`config.mk`:
```
export PLATFORM = sky130hd
export DESIGN_NAME = bvudiv_slt_inv_search
export DESIGN_NICKNAME = d
export VERILOG_FILES = /design/src/rtl/bvudiv_slt_inv_search.sv
export SDC_FILE = /design/constraint.sdc
export NUM_CORES = 1
export LEC_CHECK = 0
export CAP_MARGIN = 20
export CORE_MARGIN = 2
export CORE_UTILIZATION = 30
export DETAILED_ROUTE_END_ITERATION = 16
export HOLD_SLACK_MARGIN = 0.1
export PLACE_DENSITY = 0.5
export SLEW_MARGIN = 5
export SYNTH_ARGS = -nofsm -noshare
export SYNTH_HDL_FRONTEND = slang
export SYNTH_SLANG_ARGS = --single-unit
```
`constraint.sdc`:
```
create_clock -name clk -period 2.36 [get_ports clk]
set_clock_uncertainty 0.15 [all_clocks]
set_input_delay 0.236 -clock clk [delete_from_list [all_inputs] [get_ports clk]]
set_output_delay 0.236 -clock clk [all_outputs]
set_load 0.01 [all_outputs]
```
`src/rtl/bvudiv_slt_inv_search.sv`:
```
`default_nettype none
// ============================================================================
// Module   : bvudiv_slt_inv_search
// Purpose  : Sequential witness search for (x udiv s) <s t. Candidates
//            x = 0, 1, 2, ... are fed one at a time through a single shared
//            bit-serial restoring divider. The first x whose quotient is
//            signed-less-than t is reported; if every x fails, found=0.
//            Used to cross-check combinational invertibility/Skolem logic
//            for the same bvslt/bvudiv condition.
// Ports    : clk          - system clock, rising edge
//            rst_n        - asynchronous active-low reset
//            start_valid  - request valid (s, t sampled on handshake)
//            start_ready  - high only while idle
//            s            - divisor operand (WIDTH bits)
//            t            - signed comparison bound (WIDTH bits)
//            done_valid   - result valid, held until done_ready
//            done_ready   - result accept
//            found        - 1: x is a witness, 0: no witness exists
//            x            - witness value (0 when found=0)
//            busy         - high in every state except idle
// Revision : 1.0 - initial release
// ============================================================================
module bvudiv_slt_inv_search #(
  parameter int WIDTH = 4
) (
  input  logic             clk,
  input  logic             rst_n,
  input  logic             start_valid,
  output logic             start_ready,
  input  logic [WIDTH-1:0] s,
  input  logic [WIDTH-1:0] t,
  output logic             done_valid,
  input  logic             done_ready,
  output logic             found,
  output logic [WIDTH-1:0] x,
  output logic             busy
);

  localparam int SW = $clog2(WIDTH) + 1;

  localparam logic [SW-1:0]    LAST_STEP = SW'(WIDTH - 1);
  localparam logic [WIDTH-1:0] CAND_MAX  = {WIDTH{1'b1}};

  localparam logic [2:0] ST_IDLE  = 3'd0;
  localparam logic [2:0] ST_LOAD  = 3'd1;
  localparam logic [2:0] ST_DIV   = 3'd2;
  localparam logic [2:0] ST_CHECK = 3'd3;
  localparam logic [2:0] ST_DONE  = 3'd4;

  logic [2:0]       r_state;
  logic [2:0]       w_next_state;

  logic [WIDTH-1:0] r_s;
  logic [WIDTH-1:0] r_t;
  logic [WIDTH-1:0] r_cand;
  logic [WIDTH:0]   r_rem;
  logic [WIDTH-1:0] r_quo;
  logic [SW-1:0]    r_step;
  logic             r_found;
  logic [WIDTH-1:0] r_x;

  logic             w_start;
  logic [WIDTH:0]   w_shift_rem;
  logic             w_ge;
  logic [WIDTH:0]   w_sub;
  logic             w_lt;
  logic             w_last_step;
  logic             w_last_cand;

  assign w_start     = start_valid && (r_state == ST_IDLE);
  assign w_last_step = (r_step == LAST_STEP);
  assign w_last_cand = (r_cand == CAND_MAX);

  // One restoring step: shift the next dividend bit into the remainder.
  // r_rem[WIDTH] is the bit shifted out of the top; if it is ever set the
  // true shifted value exceeds any WIDTH-bit divisor, so it forces "ge".
  // With s=0 every step subtracts nothing and sets the quotient bit, which
  // produces the all-ones udiv-by-zero result without a special case.
  assign w_shift_rem = {r_rem[WIDTH-1:0], r_quo[WIDTH-1]};
  assign w_ge        = r_rem[WIDTH] || (w_shift_rem >= {1'b0, r_s});
  assign w_sub       = w_shift_rem - {1'b0, r_s};

  assign w_lt = $signed(r_quo) < $signed(r_t);

  // State register
  always_ff @(posedge clk or negedge rst_n) begin
    if (!rst_n) begin
      r_state <= ST_IDLE;
    end else begin
      r_state <= w_next_state;
    end
  end

  // Next-state logic
  always_comb begin
    w_next_state = r_state;
    case (r_state)
      ST_IDLE:  if (w_start) w_next_state = ST_LOAD;
      ST_LOAD:  w_next_state = ST_DIV;
      ST_DIV:   if (w_last_step) w_next_state = ST_CHECK;
      ST_CHECK: begin
        if (w_lt || w_last_cand) w_next_state = ST_DONE;
        else                     w_next_state = ST_LOAD;
      end
      ST_DONE:  if (done_ready) w_next_state = ST_IDLE;
      default:  w_next_state = ST_IDLE;
    endcase
  end

  // Output logic
  always_comb begin
    start_ready = 1'b0;
    busy        = 1'b1;
    done_valid  = 1'b0;
    case (r_state)
      ST_IDLE: begin
        start_ready = 1'b1;
        busy        = 1'b0;
      end
      ST_DONE: done_valid = 1'b1;
      default: ;
    endcase
  end

  assign found = r_found;
  assign x     = r_x;

  // Datapath
  always_ff @(posedge clk or negedge rst_n) begin
    if (!rst_n) begin
      r_s     <= '0;
      r_t     <= '0;
      r_cand  <= '0;
      r_rem   <= '0;
      r_quo   <= '0;
      r_step  <= '0;
      r_found <= 1'b0;
      r_x     <= '0;
    end else begin
      case (r_state)
        ST_IDLE: begin
          if (w_start) begin
            r_s     <= s;
            r_t     <= t;
            r_cand  <= '0;
            // Old result is dropped so nothing stale is visible mid-search.
            r_found <= 1'b0;
            r_x     <= '0;
          end
        end
        ST_LOAD: begin
          r_rem  <= '0;
          r_quo  <= r_cand;
          r_step <= '0;
        end
        ST_DIV: begin
          if (w_ge) begin
            r_rem <= w_sub;
            r_quo <= {r_quo[WIDTH-2:0], 1'b1};
          end else begin
            r_rem <= w_shift_rem;
            r_quo <= {r_quo[WIDTH-2:0], 1'b0};
          end
          r_step <= r_step + 1'b1;
        end
        ST_CHECK: begin
          if (w_lt) begin
            r_x     <= r_cand;
            r_found <= 1'b1;
          end else if (w_last_cand) begin
            r_x     <= '0;
            r_found <= 1'b0;
          end else begin
            r_cand <= r_cand + 1'b1;
          end
        end
        default: ;
      endcase
    end
  end

endmodule
`default_nettype wire

```
# Yosys cells after proc, flatten, opt, wreduce, memory -nomap -nowiden
# Index checks and enable logic that the tools add are counted.
# Widths: inputs -> output; s select.
[classes]
addsub = 3
order_cmp = 2
n_eq_ne = 12
n_mux = 24
reduce_logical = 10
[op_table]
columns = ["cell", "n"]
rows = [
  ["$pmux 4 s2", 3],
  ["$mux 4", 5],
  ["$pmux 3 s5", 1],
  ["$mux 3", 4],
  ["$ne 2x2->1 const B", 5],
  ["$pmux 5 s2", 1],
  ["$eq 3x2->1 const B", 3],
  ["$mux 1", 7],
  ["$pmux 3 s2", 1],
  ["$reduce_and 3->1", 2],
  ["$ge 5x4->1", 1],
  ["$mux 5", 1],
  ["$sub 5x4->5", 1],
  ["$add 4x1->4 const B", 1],
  ["$eq 4x4->1 const B", 1],
  ["$lt 4x4->1", 1],
  ["$reduce_and 4->1", 1],
  ["$reduce_bool 2->1", 2],
  ["$add 3x1->3 const B", 1],
  ["$eq 3x1->1 const B", 1],
  ["$eq 3x3->1 const B", 1],
  ["$logic_not 3->1", 1],
  ["$ne 3x3->1 const B", 1],
  ["$logic_or 1x1->1", 2],
  ["3 further kinds", 3],
]
[word_totals]
reg_bits = 32
input_bits = 12
out_inout_bits = 8

# Depth between registers and ports, before layout
# Gate-level depths: netlist of the first run.
[depth]
word_depth = 4
depth_mapped = 7
ltp_nobuf = 7

# Least setup slack after synthesis of the first run
# OpenSTA, ideal clock, no wires.
[synth_timing]
kind = "reg-to-reg"
from = "register r_s[1]"
to = "register r_rem[2]"
setup_time_ps = 126
arrival_ps = 1710
required_ps = 2084
setup_slack_ps = 374
stages_incl_launch_ff = 7
path_buffers = 0
synth_period_minus_slack_ps = 1986
path_cell_list = "dfrtp_1 > inv_1 > ha_1 > nor2b_1 > o31a_1 > or2_2 > a221o_1"
[synth_between]
elab_chain_len = 4
word_cells_on_any_way = 5
cone_classes = "add/sub: 1; order compare: 1; mux: 2; reduce/logical: 1"
[synth_lines]
columns = ["element", "line_no", "source"]
rows = [
  ["start, declared", "53", "logic [WIDTH-1:0] r_s;"],
  ["start signal, assigned", "143", "r_s <= s;"],
  ["$ge 5x4->1", "80", "assign w_ge = r_rem[WIDTH] || (w_shift_rem >= {1'b0, r_s});"],
  ["$logic_or 1x1->1", "80", ""],
  ["$mux 5 *", "157", "if (w_ge) begin"],
  ["$pmux 5 s2 *", "140", "case (r_state)"],
  ["end signal, assigned", "158", "r_rem <= w_sub;"],
  ["end signal, assigned", "161", "r_rem <= w_shift_rem;"],
  ["end, declared", "56", "logic [WIDTH:0] r_rem;"],
]
# Mark *: on every way between the ends. The rest lies on a longest branch, timed or not.
# A chain may end at the register's enable or synchronous reset.

# Worst setup path in the final report of the first run
[layout_timing]
from = "register r_state[1]"
to = "output port start_ready"
[layout_between]
elab_chain_len = 2
[layout_lines]
columns = ["element", "line_no", "source"]
rows = [
  ["start, declared", "50", "logic [2:0] r_state;"],
  ["start signal, assigned", "90", "r_state <= w_next_state;"],
  ["$logic_not 3->1", "115", "case (r_state)"],
  ["$mux 1", "115", ""],
  ["end, declared", "29", "output logic start_ready,"],
]
# Every way passes these cells.

==> flow_summary.toml, run 1 <==
[critical_path]
worst_setup_path_end_kind = "output port"
r2r_cells = 6
r2r-end = "r_rem[1]$_DFFE_PN0N_"
required_ns = 1.97
cp_data_arrival_time_ns = 1.77
critPathMaxFanout = 7
startpoint_type = "flop"
crit_type = "reg -> out"
r2r_slack_ns = 0.25
reg2reg_from = "r_s[1]$_DFFE_PN0P_"

[sta]
slew_violations = 0
worstMarginPinSlew_ns = 0.581
finalHoldViolCount = 0
setup_viol = 0
period_needed_ns = 2.16
hold_slack_ns = 0.222
fin_crit_sh_pct = 91.6
relSlewSlack_pct = 61.2
rsz0062_at_grt = "no"
fmax_mhz = 463
setup_tns_ns = 0

[global_route]
busiest_layer = "met2"
use_met3_pct = 4.07
grt_pass1_wl_um = 5820
grt_use_met2_pct = 19.0
grt.overflow.total = 0
antenna_found_initial = 0
gr-usage-all-layers_pct = 11.8
use_met1_pct = 15.2
grt_max_degree = 33
first_global_vias = 1242

[drt]
routed_via_density = 4.89
vias = 1236
wire_per_inst_um = 13.4
antenna_left = 0
drtPass1Iterations = 4
drt_iter0_drc = 56
routed_wl_um = 3400
drc = 0

[synth]
synth_area_per_cell_um2 = 10.8
syn_inst = 158
ys_seq_area_share_pct = 46.8
async_flop_share_pct = 100
synth-edff-count = 0
ys_warn_count = 0
synthDistinctLibCells = 42
syn_nets = 181
ys_ff_latch = 32
synth_area_um2 = 1710
ys.flop_type = "dfrtp_1"

[cells_and_area]
area_growth_pct = 20.3
drive_above_1_share_pct = 12.7
nNetsFinal = 203
diodes = 0

[pwr]
p_leak_nw = 0.947
powerDensity_nw_per_um2 = 1350
irDropWorstVdd_v = 0.000426

[placed_design]
io_buffers = 19
place_congestion = 0.810
dp_hpwl_um = 2410

[die]
num_io_pins = 20
die_h_um = 79.5
die_x_um = 79.5
coreArea_um2 = 5510
dieArea_um2 = 6320
num_rows = 27
start_util_pct = 31.1

[clocking]
cts_setup_buffers = 0
path_clk_slew_ns = 0.07
htree_num_levels = 2
worstSkewPairLatency_ns = 0.28
cts-root-buf = "clkbuf_8"
hold_buffers = 0
cts_tree = "yes"
cts.path.max_buffers = 2
cts_made_buffers = 5
cts_repair_resize_count = 0
cts_sinks = 32

[job]
drv_cap = 0

[run_status]
status = "finished, final reports clean"

[min_path]
worst_hold_path_type = "in -> async"
## registers in the layout, indices dropped and copies added, names as in the netlist
name	flops
found	1
r_rem	5
r_t	4
x	4
r_step	3
r_cand	4
r_quo	4
r_s	4
r_state	3
## cells in the mapped netlist (all sizes together), types with 3 or more instances
library cell	count	area share, %
o21ai	9	2.6
inv	12	2.6
nor3	3	0.88
dfrtp	32	47
a21oi	3	0.88
nand4	3	1.1
ha	10	7.3
clkbuf	3	0.66
nand2	15	3.7
nor2	8	1.8
buf	3	1.6
a32o	5	2.9
mux2	8	5.7
nand2b	5	1.8
mux2i	8	4.7
## area by class of cell
type / count / area [µm²]
Clock buffer: 8 / 90.1
Sequential cell: 32 / 801
Tap cell: 72 / 90.1
Timing Repair Buffer: 21 / 205
Inverter: 13 / 50.0
Fill cell: 546 / 3450
Multi-Input combinational cell: 107 / 821
## worst max path at each step
stage                                      start                   end  slack (ns)  cells past startpoint
after global routing          r_s[1]$_DFFE_PN0P_  r_rem[1]$_DFFE_PN0N_        0.14                      6
final                     r_state[1]$_DFFE_PN0P_           start_ready        0.20                      3
after CTS                 r_state[1]$_DFFE_PN0P_           start_ready        0.18                      3
after floorplan               r_s[1]$_DFFE_PN0P_  r_rem[2]$_DFFE_PN0N_        0.37                      6
after global placement        r_s[1]$_DFFE_PN0P_  r_rem[2]$_DFFE_PN0N_        0.31                      6
after detailed placement      r_s[1]$_DFFE_PN0P_  r_rem[1]$_DFFE_PN0N_        0.26                      6
## layout by cell type, fill, tap and decap left out, types with 3 or more instances in the layout
| master | n |
|---|---|
| dfrtp_1 | 32 |
| clkdlybuf4s50_1 | 19 |
| nand2_1 | 14 |
| inv_1 | 12 |
| ha_1 | 10 |
| o21ai_0 | 9 |
| nor2_1 | 8 |
| mux2i_1 | 8 |
| mux2_2 | 6 |
| clkbuf_8 | 6 |
| nand2b_1 | 5 |
| a32o_1 | 5 |
| a21oi_1 | 3 |
| nor3_1 | 3 |
| nand4_1 | 3 |
## cell families (layout without fill, tap and decap cells)
| group | Yosys count | count (layout) | share of synthesized area [%] |
|---|---|---|---|
| AND/OR/NAND/NOR | 48 | 48 | 15.4 |
| flip-flops | 32 | 32 | 46.8 |
| AO/OA/AOI/OAI | 29 | 29 | 12.2 |
| buffers and inverters | 19 | 42 | 5.19 |
| multiplexers | 16 | 16 | 10.4 |
| adder cells (fa/ha/maj) | 11 | 11 | 8.49 |
| XOR/XNOR | 3 | 3 | 1.54 |
## worst max-delay path: stages (launching register included)
cell and delay, ns:
dfrtp_1 0.46, or3_4 0.42, clkinv_2 0.08, clkdlybuf4s50_1 0.54
## layer usage
metal	routed length, µm	vias up
li1	-	605
met1	1590	607
met2	1660	20
met3	128	4
met4	26	0
met5	0	-
## metrics by stage
stage          utilization [%]  setup slack (ns)  power (mW)  instance area (µm²)  cells
2_1_floorplan                -             0.374        2.02                 1710    158
3_3_place_gp              35.7             0.308        2.35                 1970    245
4_1_cts                   37.4             0.183        2.83                 2060    253
6_report                  37.4             0.199        2.78                 2060    253
3_5_place_dp              35.7             0.262        2.37                 1970    245
5_1_grt                   37.4             0.137        3.05                 2060    253
## where the power goes
group / total, mW / internal [mW] / switching (mW)
sequential: 0.946 / 0.768 / 0.178
clock: 0.433 / 0.238 / 0.195
combinational: 1.41 / 0.671 / 0.736
Power figures use the tool's default switching activity.
==> run 2: changes to the inputs <==
- CAP_MARGIN: 20 -> default
- GPL_ROUTABILITY_DRIVEN: default -> 1
==> results of run 2 <==
No change in the layout: final DEF, timing and power equal those of run 1.
==> run 3: changes to the inputs <==
- CORE_UTILIZATION: 30 -> 50
- PLACE_DENSITY: 0.5 -> 0.75
- clock period: 2.36 -> 2.35 ns (I/O delays scaled with it)
==> run 3 against run 2 <==
  * Utilization grew 23 points
  * Critical endpoint unchanged
  * Hold slack lost 0.063 ns
  * Clock-buffer cell count unchanged
  * Clock power is 25% lower
  * Register-to-register slack about the same
==> flow_summary.toml, run 3 (synthesized netlist as in run 1, its figures left out) <==
[run_status]
status = "finished, final reports clean"

[sta]
slew_violations = 0
relSlewSlack_pct = 62.3
fin_crit_sh_pct = 93.0
finalHoldViolCount = 0
rsz0062_at_grt = "no"
setup_tns_ns = 0
period_needed_ns = 2.19
fmax_mhz = 458
setup_viol = 0
hold_slack_ns = 0.159
worstMarginPinSlew_ns = 0.565

[critical_path]
worstSetupStartpoint = "r_state[1]$_DFFE_PN0P_"
crit_type = "reg -> out"
worst_setup_path_end_kind = "output port"
cp_slowest_cell = "clkdlybuf4s50_1"
worst_path_dominant_cell_family = "buffers and inverters"
required_ns = 1.97
reg2reg_from = "r_s[1]$_DFFE_PN0P_"
cp_data_arrival_time_ns = 1.80
cp_num_buf_inv = 2
path_cells = "or3_4 -> clkinv_2 -> clkdlybuf4s50_1"
cp_slowest_stage_delay_ns = 0.53
critPathMaxFanout = 7
startpoint_type = "flop"

[placed_design]
dp_hpwl_um = 2380
place_congestion = 0.856
io_buffers = 19

[clocking]
cts_setup_buffers = 0
cts_repair_resize_count = 0
hold_buffers = 0
cts_tree = "yes"
cts-root-buf = "clkbuf_4"
cts_made_buffers = 5
cts.path.max_buffers = 2
htree_num_levels = 2
path_clk_slew_ns = 0.10
worstSkewPairLatency_ns = 0.33
cts_sinks = 32

[drt]
antenna_left = 0
routed_via_density = 5.51
wire_per_inst_um = 14.3
routed_wl_um = 3250
vias = 1251
drc = 0
drtPass1Iterations = 4
drt_iter0_drc = 32

[pwr]
powerDensity_nw_per_um2 = 1350
irDropWorstVdd_v = 0.000632
total_power_mw = 2.68
p_leak_nw = 0.934

[cells_and_area]
largest-register = "r_rem"
diodes = 0
final_cell_mix = "dfrtp_1, clkdlybuf4s50_1, nand2_1"
nNetsFinal = 203
drive_above_1_share_pct = 12.7
area_growth_pct = 16.5
fillCellCount = 303
layout_commonest_cell = "dfrtp_1"
largest_reg_flops = 5

[die]
num_rows = 21
coreArea_um2 = 3310
die_h_um = 62.5
start_util_pct = 51.7
die_x_um = 62.5
num_io_pins = 20
dieArea_um2 = 3900

[global_route]
grt.overflow.total = 0
antenna_found_initial = 0
grt_pass1_wl_um = 5600
grt_max_degree = 33
gr-usage-all-layers_pct = 18.4
first_global_vias = 1200

[job]
drv_cap = 0

[min_path]
worst_hold_path_type = "in -> async"
-- run 3: cell counts in the layout (fill, tap and decap cells not counted) --
Identical to the previous run, type by type.
-- run 3: cell type report --
type                    count  area [µm²]  share of cell area, %
flip-flops and latches     32         801                   40.2
repair buffers             21         205                   10.3
clock buffers               8        58.8                   2.95
inverters                  13        50.0                   2.51
well taps                  46        57.6                   2.89
multi-input cells         107         821                   41.2
-- run 3: routing by layer --
layer / vias to the layer above / part of all wire (%) / GRT usage [%]
met2: 28 / 48 / 29.6
met3: 8 / 4.0 / 5.23
met1: 608 / 46 / 23.4
met4: 0 / 2.4 / 7.50
li1: 607 / - / -
met5: - / 0 / 0
-- run 3: worst paths after layout --
| path | to | slack (ns) | cells after the start |
|---|---|---|---|
| worst max-delay path | start_ready | 0.16 | 3 |
| worst min register to register | r_step[0]$_DFFE_PN0N_ | 0.36 | 1 |
| min in group clk | r_state[2]$_DFFE_PN0P_ | 0.31 | 2 |
| max in group asynchronous | r_t[3]$_DFFE_PN0P_ | 1.60 | 2 |
| worst min-delay path | r_quo[0]$_DFFE_PN0N_ | 0.16 | 2 |
| worst max register to register | r_rem[1]$_DFFE_PN0N_ | 0.25 | 6 |
-- run 3: power by group --
| part | internal, mW | total [mW] | switching (mW) | leakage (nW) |
|---|---|---|---|---|
| combinational | 0.674 | 1.41 | 0.739 | 0.488 |
| clock | 0.148 | 0.323 | 0.176 | 0.0326 |
| sequential | 0.769 | 0.947 | 0.177 | 0.413 |
| total | 1.59 | 2.68 | 1.09 | 0.934 |
-- run 3: metrics by stage --
stage / util [%] / worst slack [ns] / std cells / instance area, µm²
floorplan: - / 0.364 / 158 / 1710
global placement: 58.4 / 0.313 / 219 / 1930
detailed placement: 58.4 / 0.245 / 219 / 1930
CTS: 60.2 / 0.138 / 227 / 1990
global route: 60.2 / 0.0835 / 227 / 1990
finish: 60.2 / 0.164 / 227 / 1990
